## config.mk

```make
export PLATFORM = sky130hd
export DESIGN_NAME = lsu_bridge
export DESIGN_NICKNAME = d
export VERILOG_FILES = /design/src/rtl/lsu_bridge.sv
export SDC_FILE = /design/constraint.sdc
export NUM_CORES = 1
export LEC_CHECK = 0
export CORE_ASPECT_RATIO = 1.25
export CORE_MARGIN = 8
export CORE_UTILIZATION = 46
export DETAILED_ROUTE_END_ITERATION = 10
export PLACE_DENSITY = 0.88
export SLEW_MARGIN = 20
export SYNTH_ARGS = -nofsm -noshare
export SYNTH_HDL_FRONTEND = slang
export SYNTH_SLANG_ARGS = --single-unit
```

## constraint.sdc

```tcl
create_clock -name clk -period 4.7 [get_ports clk]
set_input_delay 0.47 -clock clk [delete_from_list [all_inputs] [get_ports clk]]
set_output_delay 0.47 -clock clk [all_outputs]
set_load 0.05 [all_outputs]
```

## src/rtl/lsu_bridge.sv

```systemverilog
// Load/store bridge between the RV32I core data port and multi-cycle memory.
// Formats sizes, drives core stall, flags misaligned accesses and timeouts.
//
// Ports:
//   clk, reset         clock (rising edge), async active-high reset
//   core_re/core_we    load / store request (store wins if both)
//   core_funct3        access size and sign
//   core_addr          byte address
//   core_wdata         store data (rs2)
//   core_rdata         extended load data, valid while done=1
//   stall              hold PC and register write
//   done               one-cycle retire pulse
//   misalign           misaligned or illegal-size access
//   timeout_err        pulse with done when the access timed out
//   mem_req/mem_we     memory request / write select
//   mem_addr           word address
//   mem_wdata/wstrb    lane-replicated store data and byte enables
//   mem_ack/mem_rdata  memory completion and read word
module lsu_bridge #(
   parameter int TIMEOUT = 255,
   parameter int CNT_W   = 16
) (
   input  logic        clk,
   input  logic        reset,
   input  logic        core_re,
   input  logic        core_we,
   input  logic [2:0]  core_funct3,
   input  logic [31:0] core_addr,
   input  logic [31:0] core_wdata,
   output logic [31:0] core_rdata,
   output logic        stall,
   output logic        done,
   output logic        misalign,
   output logic        timeout_err,
   output logic        mem_req,
   output logic        mem_we,
   output logic [31:0] mem_addr,
   output logic [31:0] mem_wdata,
   output logic [3:0]  mem_wstrb,
   input  logic        mem_ack,
   input  logic [31:0] mem_rdata
);

   typedef enum logic [1:0] {
      IDLE,
      REQ,
      DONE
   } state_t;

   state_t state, state_nx;

   logic             acc;
   logic             start;
   logic             to_hit;
   logic [CNT_W-1:0] cnt;
   logic [1:0]       off_q;
   logic [2:0]       f3_q;
   logic             to_q;
   logic [31:0]      rdata_q;
   logic [31:0]      st_wdata;
   logic [3:0]       st_wstrb;
   logic [31:0]      ld_data;
   logic [31:0]      lane;

   assign acc    = core_re | core_we;
   assign start  = acc & ~misalign;
   assign to_hit = (cnt == CNT_W'(TIMEOUT - 1));

   always_comb begin
      misalign = 1'b0;
      case (core_funct3)
         3'b000, 3'b100: misalign = 1'b0;
         3'b001, 3'b101: misalign = core_addr[0];
         3'b010:         misalign = |core_addr[1:0];
         default:        misalign = 1'b1;
      endcase
      misalign = misalign & acc;
   end

   always_comb begin
      st_wdata = core_wdata;
      st_wstrb = 4'b1111;
      case (core_funct3[1:0])
         2'b00: begin
            st_wdata = {4{core_wdata[7:0]}};
            st_wstrb = 4'b0001 << core_addr[1:0];
         end
         2'b01: begin
            st_wdata = {2{core_wdata[15:0]}};
            st_wstrb = core_addr[1] ? 4'b1100 : 4'b0011;
         end
         default: begin
            st_wdata = core_wdata;
            st_wstrb = 4'b1111;
         end
      endcase
   end

   // Lane select uses the registered offset; the core address may
   // have moved on while the request is outstanding.
   always_comb begin
      lane    = mem_rdata >> {off_q, 3'b000};
      ld_data = mem_rdata;
      case (f3_q[1:0])
         2'b00:
            ld_data = {{24{~f3_q[2] & lane[7]}}, lane[7:0]};
         2'b01:
            ld_data = {{16{~f3_q[2] & lane[15]}}, lane[15:0]};
         default:
            ld_data = mem_rdata;
      endcase
   end

   always_comb begin
      state_nx    = state;
      stall       = 1'b0;
      done        = 1'b0;
      timeout_err = 1'b0;
      mem_req     = 1'b0;
      core_rdata  = 32'h0;
      case (state)
         IDLE: begin
            stall = start;
            if (start)
               state_nx = REQ;
         end
         REQ: begin
            stall   = 1'b1;
            mem_req = 1'b1;
            if (mem_ack || to_hit)
               state_nx = DONE;
         end
         DONE: begin
            done        = 1'b1;
            timeout_err = to_q;
            core_rdata  = rdata_q;
            state_nx    = IDLE;
         end
         default: state_nx = IDLE;
      endcase
      // Reset releases the core at once, not at the next edge.
      stall = stall & ~reset;
   end

   always_ff @(posedge clk or posedge reset) begin
      if (reset) begin
         state     <= IDLE;
         mem_we    <= 1'b0;
         mem_addr  <= 32'h0;
         mem_wdata <= 32'h0;
         mem_wstrb <= 4'b0000;
         cnt       <= '0;
         off_q     <= 2'b00;
         f3_q      <= 3'b000;
         to_q      <= 1'b0;
         rdata_q   <= 32'h0;
      end else begin
         state <= state_nx;
         case (state)
            IDLE: begin
               if (start) begin
                  mem_addr  <= {core_addr[31:2], 2'b00};
                  mem_we    <= core_we;
                  mem_wdata <= core_we ? st_wdata : 32'h0;
                  mem_wstrb <= core_we ? st_wstrb : 4'b0000;
                  cnt       <= '0;
                  off_q     <= core_addr[1:0];
                  f3_q      <= core_funct3;
                  to_q      <= 1'b0;
               end
            end
            REQ: begin
               cnt <= cnt + 1'b1;
               if (mem_ack) begin
                  rdata_q <= mem_we ? 32'h0 : ld_data;
               end else if (to_hit) begin
                  rdata_q <= 32'h0;
                  to_q    <= 1'b1;
               end
            end
            default: ;
         endcase
      end
   end

endmodule

```

* Word-level counts from Yosys, hierarchy flattened
Cells that the tools add are included.
** Word-level totals
- Output and inout port bits :: 106
- Bits in registers :: 123
- Word-level logic and storage cells :: 74
- Input bits :: 104
** Operators by class
- Reductions and logical operators :: 15
- Equal/unequal tests :: 13
- Bitwise logic cells :: 9
- Multiplexer cells :: 24
- Shifts and indexed selects :: 2
- Add/sub/neg operators :: 1
** Operators by type and width (count)
- $mux 32 :: 5
- $pmux 32 s2 :: 2
- $pmux 16 s2 :: 1
- $shr 32x5->16 :: 1
- $add 16x1->16 const B :: 1
- $eq 16x8->1 const B :: 1
- $mux 16 :: 1
- $mux 4 :: 2
- $ne 2x2->1 const B :: 4
- $pmux 4 s2 :: 1
- $reduce_and 2->1 :: 4
- $eq 2x1->1 const B :: 3
- $eq 3x3->1 const B :: 2
- $logic_not 2->1 :: 3
- $mux 1 :: 6
- $reduce_or 2->1 :: 3
- $and 1x1->1 :: 5
- $mux 2 :: 2
- $pmux 1 s2 :: 2
- $pmux 2 s2 :: 1
- $reduce_and 4->1 :: 1
- $reduce_bool 2->1 :: 2
- $shl 1x2->4 const A :: 1
- $eq 3x1->1 const B :: 1
- 7 further kinds :: 9

* Logic depth before layout (Yosys ltp)
- Depth in word-level cells :: 8
- Gate-level depth with buffers :: 7
- Gate-level depth less buffers :: 6

* Worst setup path before layout
OpenSTA, ideal clock, no wires.
- Kind :: in2out
- Start point :: in core_funct3[0]
- End point :: out stall
- Slack :: 1629 ps
- Stages :: 5
- Buffers on the path :: 2
- Data required time :: 4230 ps
- Arrival :: 2601 ps
- Cells stage by stage :: or4_1 a2111o_1 buf_2 clkbuf_1 a21oi_1
** On the way
- Cells in the longest elaborated chain, start to end :: 8
- Elaborated cells on any way between the ends :: 13
- Those cells by class :: 4 x eq/ne; 2 x mux; 4 x bitwise; 3 x reduce/logical
** RTL lines
- start: declaration :: line 27 : input logic [2:0] core_funct3,
- $eq 3x1->1, or another cell as far along :: line 71 : case (core_funct3)
- $reduce_or 2->1 :: line 71
- $pmux 1 s3 * :: line 71
- $and 1x1->1 * :: line 77 : misalign = misalign & acc;
- $not 1->1 * :: line 66 : assign start = acc & ~misalign;
- $and 1x1->1 * :: line 66
- $pmux 1 s2 * :: line 121 : case (state)
- $and 1x1->1 * :: line 142 : stall = stall & ~reset;
- end: declaration :: line 31 : output logic stall,
Every way passes the cells marked *; elsewhere a longest branch is shown, timed or not.

* Worst setup path in the final report
- Start point :: reg state[1]
- End point :: out mem_req
** On the way
- Cells in the longest elaborated chain, start to end :: 2
** RTL lines
- start: declaration :: line 50 : state_t state, state_nx;
- start signal: assignment :: line 158 : state <= state_nx;
- $eq 2x1->1 :: line 121
- $mux 1 :: line 121
- end: declaration :: line 35 : output logic mem_req,
No other way between the ends.

==> reports/results.txt <==
Die Width: 118.4 um
critical-path cell list: nand2b_1 -> inv_1 -> clkdlybuf4s50_1
Switching Share: 40.31%
DRT iter0 DRCs: 398
FF/Latch Area: 3078 um^2
max_slew headroom: 38.28%
placed inst area: 8212 um^2
Crit Path Class: reg -> out
die area: 17050 um^2
# placed instances: 937
Synth async-reset ratio: 100.0%
P per Cell Area: 593.8 nW/um^2
Logic pwr share: 40.7%
Core Region: 13060 um^2
first-pass GRT wire length: 31.01 mm
CTS sink count: 123
Total Wirelength: 19.46 mm
worst slack, placed: 1.605 ns
Tcrit/Tclk final: 70.99%
Worst-Margin Slew: 0.9258 ns
setup bufs post-CTS: 0
Hold-fix buffers, CTS: 0
ANT nets after route: 0
IO buf count: 207
slowest cell on the critical path: clkdlybuf4s50_1
Vias: 5537
CTS Buf Count: 17
Die Ht: 144.0 um
number of synthesized register bits: 123
Final Hold Fails: 0
Max Freq: 299.7 MHz
unrepaired setup endpoints after global routing: false
Post-Layout Cell Count: 969
CTS H-tree lvls: 4
Layout Nets: 891
DR DRC count: 0
P_leak: 3.710 nW
Worst R2R Path Depth: 5
Final WS setup: 1.363 ns
status: complete, no violations
total track usage: 22.77%
CP max stage delay: 0.91 ns
Final Instance Area: 8859 um^2
Reg power frac: 32.1%
Worst setup EP type: output pin
Req. time, crit path: 4.23 ns
synthesized area: 6031 um^2
unique cell type count in the Yosys netlist: 51
Avg WL per Cell: 20.08 um
NetSw: 2.120 mW
Mean Syn Cell Area: 10.22 um^2
antenna cell count: 0
clk_skew: 0.006347 ns
gpl congestion: 0.9120
HP Class: in -> async
antenna violations before repair: 0
CTS root buf: clkbuf_16
Fin Setup TNS: 0 ns
Critical Path Start Type: flop
Finish-stage setup viols: 0
max-slew violations: 0
EDFF count, synth: 0
pin count of the biggest net entering global routing: 85
Mapped Cells: 590
share of layout cells above drive strength 1: 11.53%
Cell Rows: 47
maxcap violations: 0
Via density: 5.714
critical path data arrival time: 2.87 ns
fill count: 961
vias in the first global route: 6022
clk buf depth: 2
Starting Density: 46.20%
Ports: 210
clock network fraction of total power: 27.2%
internal power: 3.140 mW
TritonCTS clock tree: built
Area Overhead vs Synth: 46.89%
Primary FF master, synth: dfrtp_1
Clock transition at path regs: 0.06 ns
share of the yosys chip area belonging to registers: 51.04%
Final min period: 3.337 ns
cts repair resizes: 0
VDD IR max: 0.4328 mV
Clock Latency Late Sink: 0.41 ns
grt ovf: 0
DP HPWL: 13.86 mm
Max Fanout on Critical Path: 27
yosys warns: 0
drt first pass iters: 5
multi-input logic area: 2739 um^2
## power groups by stage
stage / combinational (mW) / clock (mW) / sequential [mW]
after floorplan: 0.764 / 0 / 2.28
after CTS: 2.15 / 1.45 / 1.68
after detailed placement: 2.13 / 0 / 1.69
after global placement: 2.09 / 0 / 1.66
after global routing: 2.26 / 1.50 / 1.73
final: 2.14 / 1.43 / 1.69
## kinds of logic (layout without fill, tap and decap cells)
logic type | count (synthesis) | count (layout) | share of synthesized area, %
AND/OR/NAND/NOR | 175 | 175 | 14.48
AO/OA/AOI/OAI | 165 | 165 | 17.72
flip-flops | 123 | 123 | 51.04
multiplexers | 69 | 69 | 12.37
buffers and inverters | 53 | 260 | 3.631
adder cells (fa/ha/maj) | 2 | 2 | 0.4149
XOR/XNOR | 2 | 2 | 0.2905
other | 1 | 2 | 0.06218
## area by class of cell
| type | count | share of cell area, % |
|---|---|---|
| Sequential cell | 123 | 34.75 |
| Inverter | 13 | 0.5791 |
| Tap cell | 171 | 2.415 |
| Clock buffer | 22 | 5.466 |
| Timing Repair Buffer | 215 | 24.04 |
| Clock inverter | 10 | 1.836 |
| Multi-Input combinational cell | 415 | 30.92 |
## sequential cells by signal (all words and copies together) (netlist names)
name       flops
rdata_q       32
mem_addr      30
state          2
mem_wstrb      4
mem_we         1
off_q          2
to_q           1
mem_wdata     32
f3_q           3
cnt           16
## synth_stat cells (2+ instances only)
library cell / count / area share, %
nor2b_1: 4 / 0.41
a21oi_1: 29 / 2.4
o21a_1: 2 / 0.25
nor3_1: 4 / 0.33
nand2_1: 71 / 4.4
ha_1: 2 / 0.41
o2bb2ai_1: 19 / 2.8
or4_1: 4 / 0.50
and3_1: 3 / 0.31
and2_1: 35 / 3.6
nand2b_1: 7 / 0.73
dfrtp_1: 123 / 51
o211ai_1: 23 / 2.9
clkbuf_1: 30 / 1.9
inv_1: 13 / 0.81
a211oi_1: 2 / 0.25
nand4_1: 5 / 0.52
buf_4: 2 / 0.25
a22o_1: 11 / 1.6
o21ai_0: 58 / 4.8
mux2i_1: 25 / 4.1
a31oi_1: 4 / 0.41
nor2_1: 17 / 1.1
or3_1: 2 / 0.21
o31ai_1: 6 / 0.75
buf_1: 3 / 0.19
nand3b_1: 2 / 0.25
buf_2: 4 / 0.33
mux2_2: 44 / 8.2
nand3_1: 15 / 1.2
## cell usage in the layout, fill, tap and decap left out, types with 5 or more instances in the layout
cell type        netlist  routed
mux2_2                44      44
buf_4                  2       9
nand2b_1               7       7
o31ai_1                6       6
and2_1                35      35
o211ai_1              23      23
a22o_1                11      11
clkbuf_16              0      17
nand3_1               15      15
dfrtp_1              123     123
inv_1                 13      12
nand4_1                5       5
clkdlybuf4s50_1        0     206
o2bb2ai_1             19      19
nand2_1               71      71
nor2_1                17      17
mux2i_1               25      25
o21ai_0               58      58
a21oi_1               29      29
## through the flow
step	utilization, %	total power [mW]	hold WS (ns)
final	67.86	5.260	0.4257
after CTS	67.86	5.285	0.4293
after floorplan	-	3.040	0.4392
after detailed placement	62.90	3.823	0.4655
after global placement	62.90	3.750	0.4561
after global routing	67.86	5.494	0.4553
## worst paths after layout
path	to	slack [ns]	start
setup / recovery	mem_req	1.36	state[1]
hold / removal	mem_addr[25]	0.43	reset
setup reg to reg	cnt[14]	2.08	state[1]
hold reg to reg	mem_wdata[14]	0.48	mem_wdata[14]
max in group asynchronous	rdata_q[6]	3.11	reset
min in group clk	mem_wdata[14]	0.48	mem_wdata[14]
## layer usage
metal	global-route usage, %	vias up	wire [um]
li1	-	2503	-
met1	25.03	2667	7347
met2	37.82	320	9486
met3	9.805	47	2090
met4	10.21	0	532
met5	0	-	0
## critical path: cells and delay by family, from the launching register on
family	cells	cell delay, ns
flip-flops	1	0.42
AND/OR/NAND/NOR	1	0.58
buffers and inverters	2	1.44
No activity file was read; power rests on OpenSTA's default activity.
